## config.mk

```make
export PLATFORM = sky130hd
export DESIGN_NAME = regfile_sb
export DESIGN_NICKNAME = d
export VERILOG_FILES = /design/src/rtl/regfile_sb.sv
export SDC_FILE = /design/constraint.sdc
export NUM_CORES = 2
export LEC_CHECK = 0
export BUFFER_PORTS_ARGS = -buffer_cell sky130_fd_sc_hd__buf_2
export CORE_MARGIN = 8
export CORE_UTILIZATION = 33
export CTS_CLUSTER_DIAMETER = 30
export DETAILED_ROUTE_END_ITERATION = 8
export PLACE_DENSITY = 0.45
export SETUP_SLACK_MARGIN = 0.2
export SYNTH_ARGS = -nofsm -noshare
export SYNTH_HDL_FRONTEND = slang
export SYNTH_SLANG_ARGS = --single-unit
```

## constraint.sdc

```tcl
create_clock -name clk -period 4.3 [get_ports clk]
set_input_delay 0.86 -clock clk [delete_from_list [all_inputs] [get_ports clk]]
set_output_delay 0.86 -clock clk [all_outputs]
set_load 0.005 [all_outputs]
```

## src/rtl/regfile_sb.sv

```systemverilog
`default_nettype none
// ============================================================================
//  Module   : regfile_sb
//  Purpose  : DEPTH x WIDTH register file with a per-register pending
//             (scoreboard) bit and a registered count of pending registers.
//             Optional macro REGFILE_SB_BYPASS_EN forwards write-back data to
//             the read ports in the same cycle.
//  Revision : 1.0  initial release
// ============================================================================
module regfile_sb #(
    parameter int WIDTH = 32,
    parameter int AW    = 5
) (
    input  logic             clk,
    input  logic             rst_n,
    input  logic [AW-1:0]    R1_in,
    input  logic [AW-1:0]    R2_in,
    output logic [WIDTH-1:0] R1_out,
    output logic [WIDTH-1:0] R2_out,
    output logic             R1_busy,
    output logic             R2_busy,
    input  logic             WE,
    input  logic [AW-1:0]    W_in,
    input  logic [WIDTH-1:0] Din,
    input  logic             ISS,
    input  logic [AW-1:0]    Iss_in,
    output logic [AW:0]      Pend_cnt
);

    localparam int DEPTH = 1 << AW;

    logic [WIDTH-1:0] regs_q [DEPTH];
    logic [DEPTH-1:0] pend_q;
    logic [DEPTH-1:0] pend_d;
    logic [AW:0]      cnt_q;
    logic [AW:0]      cnt_d;

    logic             w_we_ok;
    logic             w_iss_ok;
    logic             w_set;
    logic             w_clr;

    assign w_we_ok  = WE  && (W_in   != '0);
    assign w_iss_ok = ISS && (Iss_in != '0);

    // A same-register write+issue keeps the bit set, so it never counts as a clear.
    assign w_set = w_iss_ok && !pend_q[Iss_in];
    assign w_clr = w_we_ok && pend_q[W_in] && !(w_iss_ok && (Iss_in == W_in));

    always_comb begin
        pend_d = pend_q;
        if (w_we_ok) begin
            pend_d[W_in] = 1'b0;
        end
        if (w_iss_ok) begin
            pend_d[Iss_in] = 1'b1;
        end
        pend_d[0] = 1'b0;
        cnt_d = cnt_q + {{AW{1'b0}}, w_set} - {{AW{1'b0}}, w_clr};
    end

    always_ff @(posedge clk or negedge rst_n) begin
        if (!rst_n) begin
            for (int i = 0; i < DEPTH; i++) begin
                regs_q[i] <= '0;
            end
            pend_q <= '0;
            cnt_q  <= '0;
        end else begin
            if (w_we_ok) begin
                regs_q[W_in] <= Din;
            end
            pend_q <= pend_d;
            cnt_q  <= cnt_d;
        end
    end

    assign Pend_cnt = cnt_q;

    always_comb begin
        R1_out  = (R1_in == '0) ? '0 : regs_q[R1_in];
        R2_out  = (R2_in == '0) ? '0 : regs_q[R2_in];
        R1_busy = pend_q[R1_in];
        R2_busy = pend_q[R2_in];
`ifdef REGFILE_SB_BYPASS_EN
        // Forwarded write clears busy unless a same-register issue re-arms it.
        if (rst_n && w_we_ok && (W_in == R1_in)) begin
            R1_out = Din;
            if (!(w_iss_ok && (Iss_in == R1_in))) begin
                R1_busy = 1'b0;
            end
        end
        if (rst_n && w_we_ok && (W_in == R2_in)) begin
            R2_out = Din;
            if (!(w_iss_ok && (Iss_in == R2_in))) begin
                R2_busy = 1'b0;
            end
        end
`endif
    end

endmodule
`default_nettype wire

```

==> results.yml <==
worst_setup_path:
  r2r_setup_slack_ns: 0.77
  cp.arrival_ns: 3.18
  r2r-end: "Pend_cnt[4]"
  start_kind: "primary input"
  critPathMaxFanout: 37
  cp.required_ns: 3.44
  r2r_cells: 11
  path_class: "in -> out"
  r2r-start: "pend_q[18]"
  setup.worst_path.end_class: "primary output"
sta:
  setup_ws_ns: 0.2552
  finalCritPeriodShare_pct: 94.06
  setup_viol: 0
  hold_viol: 0
  slew_violations: 0
  skew_ns: 0.01730
  max_slew_margin_pct: 28.93
  rsz0062_at_grt: "false"
  tightestPinTransition_ns: 1.061
  fmax_mhz: 247.2
  period_minus_slack_ns: 4.045
routing:
  postRouteWirelength_mm: 221.7
  vias: 38490
  drtPass1Iterations: 5
  drc_errors: 0
  detail-route-antenna-nets: 0
  wl_per_cell_um: 33.21
  drt_iter0_drc: 2911
  avgViaCountPerCell: 5.766
floorplan:
  start_util_pct: 33.17
  die_width_um: 431.3
  die-area_um2: 186000
  core-area_um2: 171500
  ioPinCount: 128
  die_h_um: 431.3
  rows: 152
global_route:
  grt_max_degree: 125
  antenna_found_initial: 20
  grt_pass1_vias: 40510
  grtUsageTotal_pct: 23.53
  gr-total-overflow: 0
  grt_pass1_wl_mm: 317.0
final_layout:
  design_area_um2: 72350
  nets: 4197
  syn_to_final_growth_pct: 27.13
  final_cell_mix: "dfrtp_1, mux2_2, mux4_2"
  drive_gt1_share_pct: 57.65
  fin_util_pct: 42.17
  final_common_cell: "dfrtp_1"
  layout.cells.non_filler: 6675
pwr:
  seqPwrFrac_pct: 31.7
  p_comb_share_pct: 15.4
  clkPwrFrac_pct: 52.9
  p_per_area_nw_per_um2: 585.4
  switching_power_w: 0.01074
  intPower_w: 0.03161
  swShare_pct: 25.37
  power_leakage_nw: 31.47
  vdd_drop_max_v: 0.0003213
synthesis:
  synth_fp_nets: 3899
  synth_ff_type: "dfrtp_1"
  netlist_area_um2: 56910
  yosys.area.top_type_share_pct: 46.65
  yosysUniqueCellTypes: 53
  postSynthCellCount: 3836
  synth_largest_area_cell: "dfrtp_1"
  synth_warnings: 0
  ys_seq_elements: 1061
  synth_area_leaders: "dfrtp_1, mux2_2, mux4_2, mux2i_1, clkbuf_1"
  async_reset_ff_share_pct: 100.0
  synth_edf_count: 0
  syn_area_per_cell_um2: 14.84
  ys_seq_area_share_pct: 46.65
placed_design:
  place.gp.congestion: 0.8294
  dpl.hpwl_mm: 136.0
  dp_cells: 6135
  pre_cts_ws_ns: 0.1216
  dpl_cell_area_um2: 62080
  io_buffers: 127
cts:
  htree_num_levels: 5
  clock-sinks: 1061
  cts-root-buf: "clkbuf_16"
  clk_pin_slew_ns: 0.04
  cts_buffer_depth: 4
  cts_made_buffers: 305
  clock_latency_ns: 0.88
  cts_tree: "done"
status:
  status: "finished clean"
min_path:
  min_to: "regs_q[1010]"
  hp-start: "regs_q[1010]"
  whs_path_depth: 0
  holdCritPathClass: "reg -> reg"
run:
  maxCapViolCount: 0
-- layout make-up --
cell class	count	area, um^2
multi-input combinational	2319	28700
inverter	9	38.79
tap	2310	2890
fill	15820	99200
sequential	1061	26550
antenna	8	20.02
clock buffer	394	8562
timing repair buffer	438	3924
clock inverter	136	1662
-- registers in the layout, indices dropped and copies added (netlist names) --
| register | cells |
|---|---|
| regs_q | 1024 |
| Pend_cnt | 6 |
| pend_q | 31 |
-- power groups by stage --
stage                     Clock, W  Sequential [W]  Combinational, W
after CTS                   0.0228          0.0134           0.00659
after floorplan                  0          0.0130           0.00465
after global placement           0          0.0135           0.00650
after global routing        0.0234          0.0137           0.00698
final                       0.0224          0.0134           0.00653
after detailed placement         0          0.0135           0.00655
-- logic make-up after synthesis --
family / share of synthesized area, %
mux: 42.27
flops: 46.65
buf+inv: 3.461
compound gates: 5.470
simple gates: 1.840
xor+xnor: 0.1385
fa+ha+maj: 0.1671
-- worst max-delay path: stages --
cell and delay (ns):
buf_8 0.38, buf_4 0.34, mux2i_1 0.10, a221oi_1 0.38, o21ai_0 0.19, a311oi_1 0.43, buf_4 0.25, buf_2 0.14
-- routing by layer --
layer / part of all wire, % / GRT usage [%]
met2: 49 / 39.23
met1: 42 / 30.51
met4: 3.7 / 8.953
met3: 4.8 / 4.445
met5: 0.012 / 0
-- worst max-delay path by stage --
stage	start	slack [ns]	end
6_report	R2_in[2]	0.26	R2_out[8]
5_1_grt	R2_in[2]	0.21	R2_out[8]
4_1_cts	R1_in[0]	0.21	R1_out[10]
3_5_place_dp	Iss_in[0]	0.12	Pend_cnt[4]
3_3_place_gp	R1_in[1]	-0.14	R1_out[16]
2_1_floorplan	Iss_in[1]	0.53	Pend_cnt[4]
-- synthesized netlist by cell type (4+ instances only) --
| library cell | count |
|---|---|
| a211oi_1 | 64 |
| a221oi_1 | 53 |
| a22o_1 | 12 |
| a22oi_1 | 66 |
| a311oi_1 | 65 |
| a32o_1 | 4 |
| buf_1 | 30 |
| buf_2 | 172 |
| buf_4 | 8 |
| clkbuf_1 | 236 |
| dfrtp_1 | 1061 |
| ha_1 | 6 |
| inv_1 | 9 |
| mux2_1 | 16 |
| mux2_2 | 1044 |
| mux2i_1 | 133 |
| mux4_2 | 479 |
| nand2_1 | 58 |
| nand2b_1 | 5 |
| nor2_1 | 26 |
| nor2b_1 | 72 |
| nor3_1 | 4 |
| o2111ai_1 | 15 |
| o21ai_0 | 137 |
| o2bb2ai_1 | 6 |
| xnor2_1 | 6 |
-- timing repair --
item | in CTS | in global routing
setup buffers | 0 | 0
setup endpoints to repair | 3 | 1
resized for setup | 0 | 1
gates cloned | 1 | 0
hold buffers | 1 | 0
hold endpoints to repair | 30 | 0
-- metrics by stage --
stage	setup TNS (ns)	total power [W]	hold slack [ns]
after CTS	0	0.04272	0.3692
final	0	0.04235	0.3900
after global placement	-0.1383	0.01995	0.3780
after floorplan	0	0.01761	0.4413
after detailed placement	0	0.02005	0.3833
after global routing	0	0.04403	0.4049
(Power assumes the default switching activity.)
